[src/rtl/gfx_cmd_pkg.sv]
// Shared definitions for the graphics command dispatcher.
// Holds the opcode map, payload lengths, engine routing and FSM encoding.
package gfx_cmd_pkg;

  localparam int ENG_IDX_W = 2;
  localparam int LEN_W     = 4;

  localparam logic [7:0] OP_FILL_RECT = 8'h01;
  localparam logic [7:0] OP_LINE      = 8'h02;
  localparam logic [7:0] OP_BLIT      = 8'h03;
  localparam logic [7:0] OP_CLEAR     = 8'h04;

  localparam logic [LEN_W-1:0] LEN_FILL_RECT = 4'd11;
  localparam logic [LEN_W-1:0] LEN_LINE      = 4'd10;
  localparam logic [LEN_W-1:0] LEN_BLIT      = 4'd12;
  localparam logic [LEN_W-1:0] LEN_CLEAR     = 4'd3;

  localparam logic [ENG_IDX_W-1:0] ENG_FILL_RECT = 2'd0;
  localparam logic [ENG_IDX_W-1:0] ENG_LINE      = 2'd1;
  localparam logic [ENG_IDX_W-1:0] ENG_BLIT      = 2'd2;
  localparam logic [ENG_IDX_W-1:0] ENG_CLEAR     = 2'd3;

  typedef enum logic [1:0] {
    ST_IDLE      = 2'd0,
    ST_BUSY      = 2'd1,
    ST_WAIT_DONE = 2'd2
  } state_e;

endpackage

[src/rtl/cmd_opcode_lut.sv]
// Combinational opcode decoder: opcode -> valid flag, engine index, payload length.
// Opcodes routed to an engine that is not instantiated are reported invalid.
module cmd_opcode_lut
  import gfx_cmd_pkg::*;
#(
  parameter int NUM_ENG = 4
) (
  input  logic [7:0]           i_opcode,
  output logic                 o_valid,
  output logic [ENG_IDX_W-1:0] o_eng_idx,
  output logic [LEN_W-1:0]     o_len
);

  logic w_known;

  // opcode table lookup
  always_comb begin
    w_known   = 1'b0;
    o_eng_idx = '0;
    o_len     = '0;
    case (i_opcode)
      OP_FILL_RECT: begin w_known = 1'b1; o_eng_idx = ENG_FILL_RECT; o_len = LEN_FILL_RECT; end
      OP_LINE:      begin w_known = 1'b1; o_eng_idx = ENG_LINE;      o_len = LEN_LINE;      end
      OP_BLIT:      begin w_known = 1'b1; o_eng_idx = ENG_BLIT;      o_len = LEN_BLIT;      end
      OP_CLEAR:     begin w_known = 1'b1; o_eng_idx = ENG_CLEAR;     o_len = LEN_CLEAR;     end
      default:      begin w_known = 1'b0; o_eng_idx = '0;            o_len = '0;            end
    endcase
  end

  assign o_valid = w_known && (int'(o_eng_idx) < NUM_ENG);

endmodule

[src/rtl/cmd_dispatch_arbiter.sv]
// Routes opcode-prefixed commands from one byte FIFO to NUM_ENG decode engines,
// holding a one-hot grant from opcode until the selected engine reports done.
module cmd_dispatch_arbiter
  import gfx_cmd_pkg::*;
#(
  parameter int NUM_ENG = 4,
  parameter int CNT_W   = 16
) (
  input  logic               clk,
  input  logic               rst_,
  input  logic               cmd_fifo_rts,
  input  logic [7:0]         cmd_fifo_data,
  output logic               cmd_fifo_rtr,
  output logic [NUM_ENG-1:0] eng_rts,
  output logic [7:0]         eng_data,
  input  logic [NUM_ENG-1:0] eng_rtr,
  output logic [NUM_ENG-1:0] eng_grant,
  input  logic [NUM_ENG-1:0] eng_done,
  output logic               busy,
  output logic               err_opcode,
  output logic [CNT_W-1:0]   cmd_count
);

  state_e                r_state;
  state_e                w_next_state;
  logic [ENG_IDX_W-1:0]  r_sel;
  logic [LEN_W-1:0]      r_len;
  logic [LEN_W-1:0]      r_cnt;
  logic                  r_pend_done;
  logic                  r_err_opcode;
  logic [CNT_W-1:0]      r_cmd_count;

  logic                  w_lut_valid;
  logic [ENG_IDX_W-1:0]  w_lut_eng;
  logic [LEN_W-1:0]      w_lut_len;
  logic [NUM_ENG-1:0]    w_sel_oh;
  logic                  w_sel_rtr;
  logic                  w_sel_done;
  logic                  w_xfc;
  logic                  w_last_byte;

  cmd_opcode_lut #(.NUM_ENG(NUM_ENG)) u_lut (
    .i_opcode  (cmd_fifo_data),
    .o_valid   (w_lut_valid),
    .o_eng_idx (w_lut_eng),
    .o_len     (w_lut_len)
  );

  // one-hot form of the selected engine index
  always_comb begin
    w_sel_oh = '0;
    for (int i = 0; i < NUM_ENG; i++) begin
      w_sel_oh[i] = (int'(r_sel) == i);
    end
  end

  assign w_sel_rtr   = |(eng_rtr & w_sel_oh);
  assign w_sel_done  = |(eng_done & w_sel_oh);
  assign w_last_byte = (r_cnt == (r_len - 4'd1));
  // transfer decoded from state directly so it does not loop through cmd_fifo_rtr
  assign w_xfc       = cmd_fifo_rts &
                       ((r_state == ST_IDLE) || ((r_state == ST_BUSY) && w_sel_rtr));
  assign eng_data    = cmd_fifo_data;
  assign err_opcode  = r_err_opcode;
  assign cmd_count   = r_cmd_count;

  // next-state and per-state handshake outputs
  always_comb begin
    w_next_state = r_state;
    cmd_fifo_rtr = 1'b0;
    eng_rts      = '0;
    eng_grant    = '0;
    busy         = 1'b0;
    case (r_state)
      ST_IDLE: begin
        cmd_fifo_rtr = 1'b1;
        if (w_xfc && w_lut_valid) begin
          w_next_state = ST_BUSY;
        end else begin
          w_next_state = ST_IDLE;
        end
      end
      ST_BUSY: begin
        cmd_fifo_rtr = w_sel_rtr;
        eng_rts      = w_sel_oh & {NUM_ENG{cmd_fifo_rts}};
        eng_grant    = w_sel_oh;
        busy         = 1'b1;
        if (w_xfc && w_last_byte) begin
          w_next_state = ST_WAIT_DONE;
        end else begin
          w_next_state = ST_BUSY;
        end
      end
      ST_WAIT_DONE: begin
        eng_grant = w_sel_oh;
        busy      = 1'b1;
        if (w_sel_done || r_pend_done) begin
          w_next_state = ST_IDLE;
        end else begin
          w_next_state = ST_WAIT_DONE;
        end
      end
      default: begin
        w_next_state = ST_IDLE;
      end
    endcase
  end

  // state, command context, sticky error and completion counter
  always_ff @(posedge clk) begin
    if (!rst_) begin
      r_state      <= ST_IDLE;
      r_sel        <= '0;
      r_len        <= '0;
      r_cnt        <= '0;
      r_pend_done  <= 1'b0;
      r_err_opcode <= 1'b0;
      r_cmd_count  <= '0;
    end else begin
      r_state <= w_next_state;
      case (r_state)
        ST_IDLE: begin
          if (w_xfc && w_lut_valid) begin
            r_sel       <= w_lut_eng;
            r_len       <= w_lut_len;
            r_cnt       <= '0;
            r_pend_done <= 1'b0;
          end else if (w_xfc) begin
            r_err_opcode <= 1'b1;
          end
        end
        ST_BUSY: begin
          if (w_xfc) begin
            r_cnt <= r_cnt + 4'd1;
          end
          // an early done is remembered so the command still completes
          if (w_sel_done) begin
            r_pend_done <= 1'b1;
          end
        end
        ST_WAIT_DONE: begin
          if (w_sel_done || r_pend_done) begin
            r_cmd_count <= r_cmd_count + CNT_W'(1);
            r_pend_done <= 1'b0;
          end
        end
        default: begin
          r_pend_done <= 1'b0;
        end
      endcase
    end
  end

endmodule
[config.mk]
export PLATFORM = sky130hd
export DESIGN_NAME = cmd_dispatch_arbiter
export DESIGN_NICKNAME = d
export VERILOG_FILES = /design/src/rtl/gfx_cmd_pkg.sv /design/src/rtl/cmd_opcode_lut.sv /design/src/rtl/cmd_dispatch_arbiter.sv
export SDC_FILE = /design/constraint.sdc
export NUM_CORES = 1
export LEC_CHECK = 0
export ABC_CLOCK_PERIOD_IN_PS = 2150
export BUFFER_PORTS_ARGS = -buffer_cell sky130_fd_sc_hd__buf_2
export CAP_MARGIN = 20
export CORE_UTILIZATION = 40
export DETAILED_ROUTE_END_ITERATION = 12
export PLACE_DENSITY = 0.63
export SLEW_MARGIN = 20
export SYNTH_ARGS = -nofsm -noshare
export SYNTH_HDL_FRONTEND = slang
export SYNTH_SLANG_ARGS = --single-unit
[constraint.sdc]
create_clock -name clk -period 2.15 [get_ports clk]
set_input_delay 0.645 -clock clk [delete_from_list [all_inputs] [get_ports clk]]
set_output_delay 0.645 -clock clk [all_outputs]
set_load 0.01 [all_outputs]
Yosys cells after proc, flatten, opt, wreduce, memory -nomap -nowiden
Index checks and enable logic that the tools add are counted.
{"block": "op_classes", "n_reduce_logical": 17, "bitwise": 5, "add_sub_neg": 3, "muxes": 18, "eq_ne": 14}
{"operator": "$add A16 B1 Y16 const B", "count": 1}
{"operator": "$eq A8 B2 Y1 const B", "count": 2}
{"operator": "$mux W4", "count": 4}
{"operator": "$pmux W4 S4", "count": 1}
{"operator": "$and A4 B4 Y4", "count": 3}
{"operator": "$pmux W2 S3", "count": 2}
{"operator": "$reduce_or A4 Y1", "count": 3}
{"operator": "$reduce_and A3 Y1", "count": 3}
{"operator": "$eq A8 B1 Y1 const B", "count": 1}
{"operator": "$eq A8 B3 Y1 const B", "count": 1}
{"operator": "$pmux W4 S2", "count": 1}
{"operator": "$eq A2 B2 Y1 const B", "count": 3}
{"operator": "$mux W1", "count": 6}
{"operator": "$ne A2 B2 Y1 const B", "count": 3}
{"operator": "$add A4 B1 Y4 const B", "count": 1}
{"operator": "$eq A2 B1 Y1 const B", "count": 2}
{"operator": "$eq A4 B4 Y1", "count": 1}
{"operator": "$logic_not A2 Y1", "count": 2}
{"operator": "$mux W2", "count": 2}
{"operator": "$reduce_and A2 Y1", "count": 2}
{"operator": "$sub A4 B1 Y4 const B", "count": 1}
{"operator": "$logic_and A1 B1 Y1", "count": 3}
{"operator": "$pmux W1 S3", "count": 1}
{"operator": "$logic_or A1 B1 Y1", "count": 2}
{"operator": "other kinds (6)", "count": 6}
{"block": "totals", "ff_bits": 30, "input_bits": 19, "output_inout_bits": 35, "wordCells": 64}

Depth between registers and ports, before layout
Gate-level depths: netlist of run 1.
{"block": "depth", "word_depth": 9, "depth_mapped": 7, "depth_no_buf": 6}

By module
From an unflattened synthesis of run 1, not the netlist that was laid out.
{"block": "unflattened", "hier_cells": 215, "hier_area_um2": 1747.9}
{"mod": "cmd_dispatch_arbiter", "seq_area_each_um2": 600.6, "cells_per_inst": 197, "area_per_inst_um2": 1645.3, "instances": 1}
{"mod": "cmd_opcode_lut", "seq_area_each_um2": 0.0, "cells_per_inst": 18, "area_per_inst_um2": 102.6, "instances": 1}

Least setup slack after synthesis of run 1
No wires, ideal clock.
{"block": "synth_timing", "path_type": "input-to-reg", "startpoint": "in cmd_fifo_data[5]", "endpoint": "reg r_pend_done", "arrival_time_ns": 1.951, "setup_ns": 0.121, "required_ns": 2.029, "n_path_buf": 0, "path_stages": 4, "slack_ns": 0.079, "cell_sequence": "or4_1 or4_1 o221ai_1 nor3_1"}
{"block": "synth_via", "elab_chain_cells": 6, "elab_cells_between_ends": 9, "classes_between": "eq/ne: 5; mux: 1; reduce/logical: 3"}
{"element": "from (decl)", "line": "cmd_dispatch_arbiter.sv:12", "text": "input logic [7:0] cmd_fifo_data,"}
{"element": "$eq A8 B1 Y1 (tied with other cells)", "line": "cmd_opcode_lut.sv:21", "text": "case (i_opcode)"}
{"element": "$reduce_or A4 Y1 (no source line) *"}
{"element": "$mux W1 *", "line": "cmd_opcode_lut.sv:21"}
{"element": "$logic_and A1 B1 Y1 *", "line": "cmd_dispatch_arbiter.sv:123", "text": "if (w_xfc && w_lut_valid) begin"}
{"element": "$ne A2 B1 Y1 (no source line) *"}
{"element": "$reduce_and A3 Y1 (no source line) *"}
{"element": "to (signal assigned)", "line": "cmd_dispatch_arbiter.sv:116", "text": "r_pend_done <= 1'b0;"}
{"element": "to (signal assigned)", "line": "cmd_dispatch_arbiter.sv:127", "text": "r_pend_done <= 1'b0;"}
{"element": "to (signal assigned)", "line": "cmd_dispatch_arbiter.sv:138", "text": "r_pend_done <= 1'b1;"}
{"element": "to (decl)", "line": "cmd_dispatch_arbiter.sv:29", "text": "logic r_pend_done;"}
Mark *: on every way between the ends. The rest lies on a longest branch, timed or not.
A chain may end at the register's enable or synchronous reset.

Worst setup path after layout of run 1
{"block": "layout_timing", "startpoint": "reg r_state[1]", "endpoint": "out cmd_fifo_rtr"}
{"block": "layout_via", "elab_chain_cells": 2, "elab_cells_between_ends": 3, "classes_between": "eq/ne: 1; mux: 1; reduce/logical: 1"}
{"element": "from (decl)", "line": "cmd_dispatch_arbiter.sv:24", "text": "state_e r_state;"}
{"element": "from (signal assigned)", "line": "cmd_dispatch_arbiter.sv:120", "text": "r_state <= w_next_state;"}
{"element": "$eq A2 B1 Y1 or $logic_not A2 Y1 (tied branches)", "line": "cmd_dispatch_arbiter.sv:74", "text": "case (r_state)"}
{"element": "$pmux W1 S2 *", "line": "cmd_dispatch_arbiter.sv:74"}
{"element": "to (decl)", "line": "cmd_dispatch_arbiter.sv:13", "text": "output logic cmd_fifo_rtr,"}
Marked as above.

==> results of run 1 <==
-- timing repair --
action,in CTS,in global routing
gates resized for setup,1,4
setup endpoints to repair,1,5
hold endpoints to repair,0,0
hold buffers,0,0
-- worst paths after layout --
path	start	to	depth (start not counted)
setup / recovery	r_state[1]	cmd_fifo_rtr	5
setup reg to reg	r_sel[0]	cmd_count[12]	5
hold reg to reg	cmd_count[15]	cmd_count[15]	2
hold / removal	cmd_count[15]	cmd_count[15]	2
-- per-layer routing --
metal | part of all wire [%] | wire [um] | GRT usage [%]
met4 | 1.0 | 45 | 7.11
met2 | 50 | 2260 | 31.3
met1 | 45 | 2030 | 23.0
met3 | 3.7 | 165 | 3.99
met5 | 0 | 0 | 0
-- cells by family after synthesis --
| kind of cell | share of synthesized area, % |
|---|---|
| AO/OA/AOI/OAI | 19.1 |
| flip-flops | 31.6 |
| multiplexers | 5.74 |
| buffers and inverters | 8.04 |
| adder cells (fa/ha/maj) | 4.61 |
| AND/OR/NAND/NOR | 25.8 |
| XOR/XNOR | 5.08 |
-- metrics by stage --
| stage | instances | setup TNS (ps) | setup slack [ps] | cell area, sq um |
|---|---|---|---|---|
| 2_1_floorplan | 222 | 0 | 78.6 | 1900 |
| 3_3_place_gp | 322 | -131 | -76.3 | 2230 |
| 3_5_place_dp | 322 | -254 | -140 | 2230 |
| 4_1_cts | 329 | -6.81 | -6.81 | 2310 |
| 5_1_grt | 329 | -32.3 | -32.3 | 2340 |
| 6_report | 329 | 0 | 42.7 | 2340 |
-- registers in the layout (all words and copies together), names as in the netlist --
signal,cells
r_sel,2
cmd_count,16
err_opcode,1
r_state,2
r_cnt,4
r_pend_done,1
r_len,4
-- layout make-up --
cell class | instances | area share (%)
Multi-Input combinational cell | 163 | 50.2
Sequential cell | 30 | 25.7
Timing Repair Buffer | 67 | 16.3
Clock buffer | 5 | 2.94
Tap cell | 52 | 2.78
Inverter | 10 | 1.60
Clock inverter | 2 | 0.427
-- cell usage in the layout (no fill, tap or decap), types with 2 or more instances in the layout --
cell	netlist	layout
buf_2	2	53
dfxtp_1	30	29
a21oi_1	17	17
nor2_1	15	15
nand2_1	14	14
buf_4	9	13
o21ai_0	11	11
inv_1	10	10
nand3_1	9	9
or4_1	8	8
xor2_1	8	8
or3_1	7	7
nor3_1	7	7
mux2i_1	6	6
nand2b_1	6	6
o31ai_1	6	6
ha_1	7	5
clkbuf_8	0	5
nand4_1	4	4
and4_1	3	3
xnor2_1	3	3
and2_1	3	3
o21a_1	3	3
nand4bb_1	2	2
a22oi_1	2	2
o221a_2	2	2
ha_4	0	2
clkinv_2	0	2
-- critical path, stage by stage, from the launching register on --
cell      delay, ps
dfxtp_1         330
inv_1           150
ha_4            210
nand2_1         110
o221ai_2        220
buf_2           170
-- power by group --
part / internal [W] / total [W] / switching, W
Sequential: 0.000559 / 0.000561 / 0.00000269
Clock: 0.000217 / 0.000433 / 0.000216
Combinational: 0.0000474 / 0.000108 / 0.0000602
==> impl_metrics.tcl, run 1 <==
set metrics [dict create \
    regArea_sq_um 602 \
    clock_skew_ps 5.54 \
    clock_sinks 30 \
    required_ps 1500 \
    ios 54 \
    syn_area_per_cell_sq_um 8.55 \
    routed_wirelength_um 4500 \
    first_iter_violations 95 \
    seq_area_frac_synth_pct 31.6 \
    powerDensity_nw_per_um2 470 \
    drt_drc_violations_left 0 \
    hold_class "reg2reg" \
    ys_top_cells_by_area "dfxtp_1 32%, ha_1 4.6%, a21oi_1 4.5%" \
    synth_edf_count 0 \
    grt_pass1_wl_um 7380 \
    layout.nets 303 \
    die_h_um 70.9 \
    slew_headroom_pct 74.1 \
    fillers 435 \
    ys_types 46 \
    finalHoldViolations 0 \
    wl_per_cell_um 13.7 \
    rsz0062_at_grt "true" \
    dp_hpwl_um 3420 \
    synth_top_area_share_pct 31.6 \
    core_region_area_sq_um 4440 \
    die_area_sq_um 5020 \
    grt_max_degree 21 \
    io_buffers 53 \
    postRouteAntennaNets 0 \
    drv_cap 0 \
    viasPerCell 5.54 \
    cp-end-kind "primary output" \
    numCtsBuffers 5 \
    p_leak_nw 0.964 \
    fin_util_pct 52.7 \
    cp.arrival_ps 1460 \
    cts_max_level 2 \
    cts_tree "built" \
    cp-start-kind "register" \
    reg2reg_slack_ps 230 \
    syn-instance-count 222 \
    initial_utilization_pct 42.7 \
    netlist_area_sq_um 1900 \
    antennaDiodeCount 0 \
    critPathKind "reg2out" \
    holdWs_ps 485 \
    clk_pin_slew_worst_paths_ps 70 \
    gp_congestion 0.782 \
    synth.top_cells.by_count "30 x dfxtp_1, 17 x a21oi_1, 15 x nor2_1" \
    antenna_found_initial 0 \
    cts_setup_buffers 0 \
    multi_input_area_sq_um 1180 \
    ys.warnings.count 0 \
    finalSetupViolCount 0 \
    grt_pass1_vias 1613 \
    crit_fanout 9 \
    syn-num-nets 248 \
    synth_ff_type "dfxtp_1" \
    finalCritPeriodShare_pct 98.0 \
    syn2layout_area_growth_pct 23.4 \
    synthArstFlopShare_pct 0 \
    power_w 0.00110 \
    layout-drive-gt1-share_pct 30.7 \
    row_count 24 \
    clkLatencyLatePin_ps 280 \
    num_vias 1823 \
    slew_viol_final 0 \
    yosys.area.top_type "dfxtp_1" \
    status "finished, final reports clean" \
    ys_ff_latch 30 \
    track_usage_pct 18.5 \
    max-vdd-ir-drop_uv 290 \
    cts_max_path_buffers 2 \
    worstMarginPinSlew_ps 388 \
    yosysMostFrequentCell "dfxtp_1" \
    die_w_um 70.9 \
    fmax_ghz 0.475 \
    period_needed_ps 2110 \
    cts_root_buf "clkbuf_8" \
    gr-total-overflow 0 \
    first_pass_iters 6 \
]
(Power assumes the default switching activity.)
==> run 2, diff against run 1 <==
--- a/config.mk
+++ b/config.mk
@@ -8,9 +8,11 @@
 export ABC_CLOCK_PERIOD_IN_PS = 2150
 export BUFFER_PORTS_ARGS = -buffer_cell sky130_fd_sc_hd__buf_2
 export CAP_MARGIN = 20
+export CORE_MARGIN = 3
 export CORE_UTILIZATION = 40
 export DETAILED_ROUTE_END_ITERATION = 12
 export PLACE_DENSITY = 0.63
+export SETUP_SLACK_MARGIN = 0.1
 export SLEW_MARGIN = 20
 export SYNTH_ARGS = -nofsm -noshare
 export SYNTH_HDL_FRONTEND = slang
==> run 2 against run 1 <==
Effect of this change: count of clock-buffer cells in the layout up 2; largest power group unchanged; global-route usage fell by 1.0 points; largest cell class unchanged; critical endpoint unchanged; non-clock buffer count stayed put; clock skew is 0.84 ps lower; fmax is 4.2% higher.
==> impl_metrics.tcl, run 2 (synthesized netlist as in run 1, its figures left out) <==
set metrics [dict create \
    r2r_cells 4 \
    slew_viol_final 0 \
    place_area_sq_um 2220 \
    worstMarginPinSlew_ps 359 \
    postRouteAntennaNets 0 \
    finalSetupViolCount 0 \
    wl_per_cell_um 14.1 \
    rsz0062_at_grt "true" \
    mostFrequentLayoutCells "53 x buf_2, 26 x dfxtp_1, 17 x a21oi_1" \
    io_buffers 53 \
    cts_tree "built" \
    clkLatencyLatePin_ps 280 \
    syn2layout_area_growth_pct 22.7 \
    cp-end-kind "primary output" \
    crit_end "cmd_fifo_rtr" \
    layout-drive-gt1-share_pct 31.4 \
    hold_depth 2 \
    max-vdd-ir-drop_uv 199 \
    reg2reg_slack_ps 370 \
    cp-start-kind "register" \
    clock_sinks 30 \
    antenna_found_initial 0 \
    finalCritPeriodShare_pct 94.1 \
    cp_top_family "flip-flops" \
    viasPerCell 5.51 \
    antennaDiodeCount 0 \
    row_count 24 \
    rr_endpoint "r_cnt[2]" \
    track_usage_pct 17.5 \
    cts_max_path_buffers 2 \
    fmax_ghz 0.494 \
    die_area_sq_um 5610 \
    hold_start "err_opcode" \
    p_leak_nw 0.960 \
    setup_ws_ps 127 \
    drt_drc_violations_left 0 \
    cts_max_level 2 \
    gp_congestion 0.762 \
    period_needed_ps 2020 \
    crit_fanout 4 \
    ios 54 \
    numCtsBuffers 5 \
    drv_cap 0 \
    cp.arrival_ps 1380 \
    grt_pass1_wl_um 7530 \
    dp_hpwl_um 3570 \
    path_buf_inv 2 \
    die_w_um 74.9 \
    hold_class "reg2reg" \
    worstPathCellList "inv_1, ha_2, nand2_1, o221ai_2, buf_2" \
    die_h_um 74.9 \
    routed_wirelength_um 4630 \
    critical_path_cell_count 5 \
    startpoint "r_state[1]" \
    critPathKind "reg2out" \
    initial_utilization_pct 42.4 \
    fillers 451 \
    slew_headroom_pct 76.1 \
    first_pass_iters 4 \
    powerDensity_nw_per_um2 468 \
    required_ps 1500 \
    final_common_cell "buf_2" \
    place_ws_ps -96.9 \
    power_w 0.00109 \
    clock_skew_ps 4.70 \
    rr_startpoint "r_sel[0]" \
    largest_register_ffs 16 \
    holdWs_ps 482 \
    core_region_area_sq_um 4470 \
    finalInstanceArea_sq_um 2330 \
    layout.nets 303 \
    first_iter_violations 38 \
    gr-total-overflow 0 \
    finalHoldViolations 0 \
    max_stage_delay_ps 330 \
    slowest_stage "dfxtp_2" \
    grt_pass1_vias 1634 \
    clk_pin_slew_worst_paths_ps 60 \
    cts_root_buf "clkbuf_8" \
    grt_max_degree 20 \
    status "finished, final reports clean" \
    num_vias 1812 \
]
[run 2: changes by cell type in the layout (fill, tap and decap cells not counted)]
cell and delta:
clkbuf_1 +2, clkinv_2 -2, dfxtp_1 -3, dfxtp_2 +3, ha_2 +2, ha_4 -2, nor3b_1 -1, nor3b_2 +1
[run 2: power by group]
part / switching [W] / internal, W
Combinational: 0.0000609 / 0.0000467
Sequential: 0.00000282 / 0.000559
Clock: 0.000199 / 0.000222
Total: 0.000263 / 0.000828
[run 2: cell type report]
cell class | instances | area (sq um) | share of cell area [%]
flip-flops and latches | 30 | 606 | 26.0
repair buffers | 67 | 383 | 16.4
clock buffers | 7 | 76.3 | 3.28
inverters | 10 | 37.5 | 1.61
multi-input cells | 163 | 1160 | 49.9
well taps | 52 | 65.1 | 2.79
[run 2: how the worst min path moves through the flow]
| stage | end |
|---|---|
| 6_report | err_opcode |
| 3_5_place_dp | err_opcode |
| 4_1_cts | err_opcode |
| 2_1_floorplan | r_cnt[3] |
| 5_1_grt | cmd_count[15] |
| 3_3_place_gp | cmd_count[15] |
[run 2: metal layers]
metal  GRT usage (%)  part of all wire, %  up-vias
met2            29.5                   50       40
met5               0                    0        -
li1                -                    -      919
met1            22.0                   44      845
met3            3.60                  4.0        8
met4            6.52                  1.6        0
[run 2: metrics by stage]
stage               util [%]  setup TNS (ps)  cells
global route            52.0               0    329
finish                  52.0               0    329
CTS                     51.7               0    328
floorplan                  -               0    222
detailed placement      49.7            -322    321
global placement        49.7            -250    321
[run 2: timing repair]
action | 4_1_cts | 5_1_grt
setup endpoints to repair | 5 | 6
gates resized for setup | 4 | 4
hold buffers | 0 | 0
setup buffers | 0 | 1
pin swaps | 0 | 1
[run 2: tightest hold or removal path, cell delays in order, from the launching register on]
cell     delay [ps]
dfxtp_1         340
a31oi_1          40
nor2_1           70
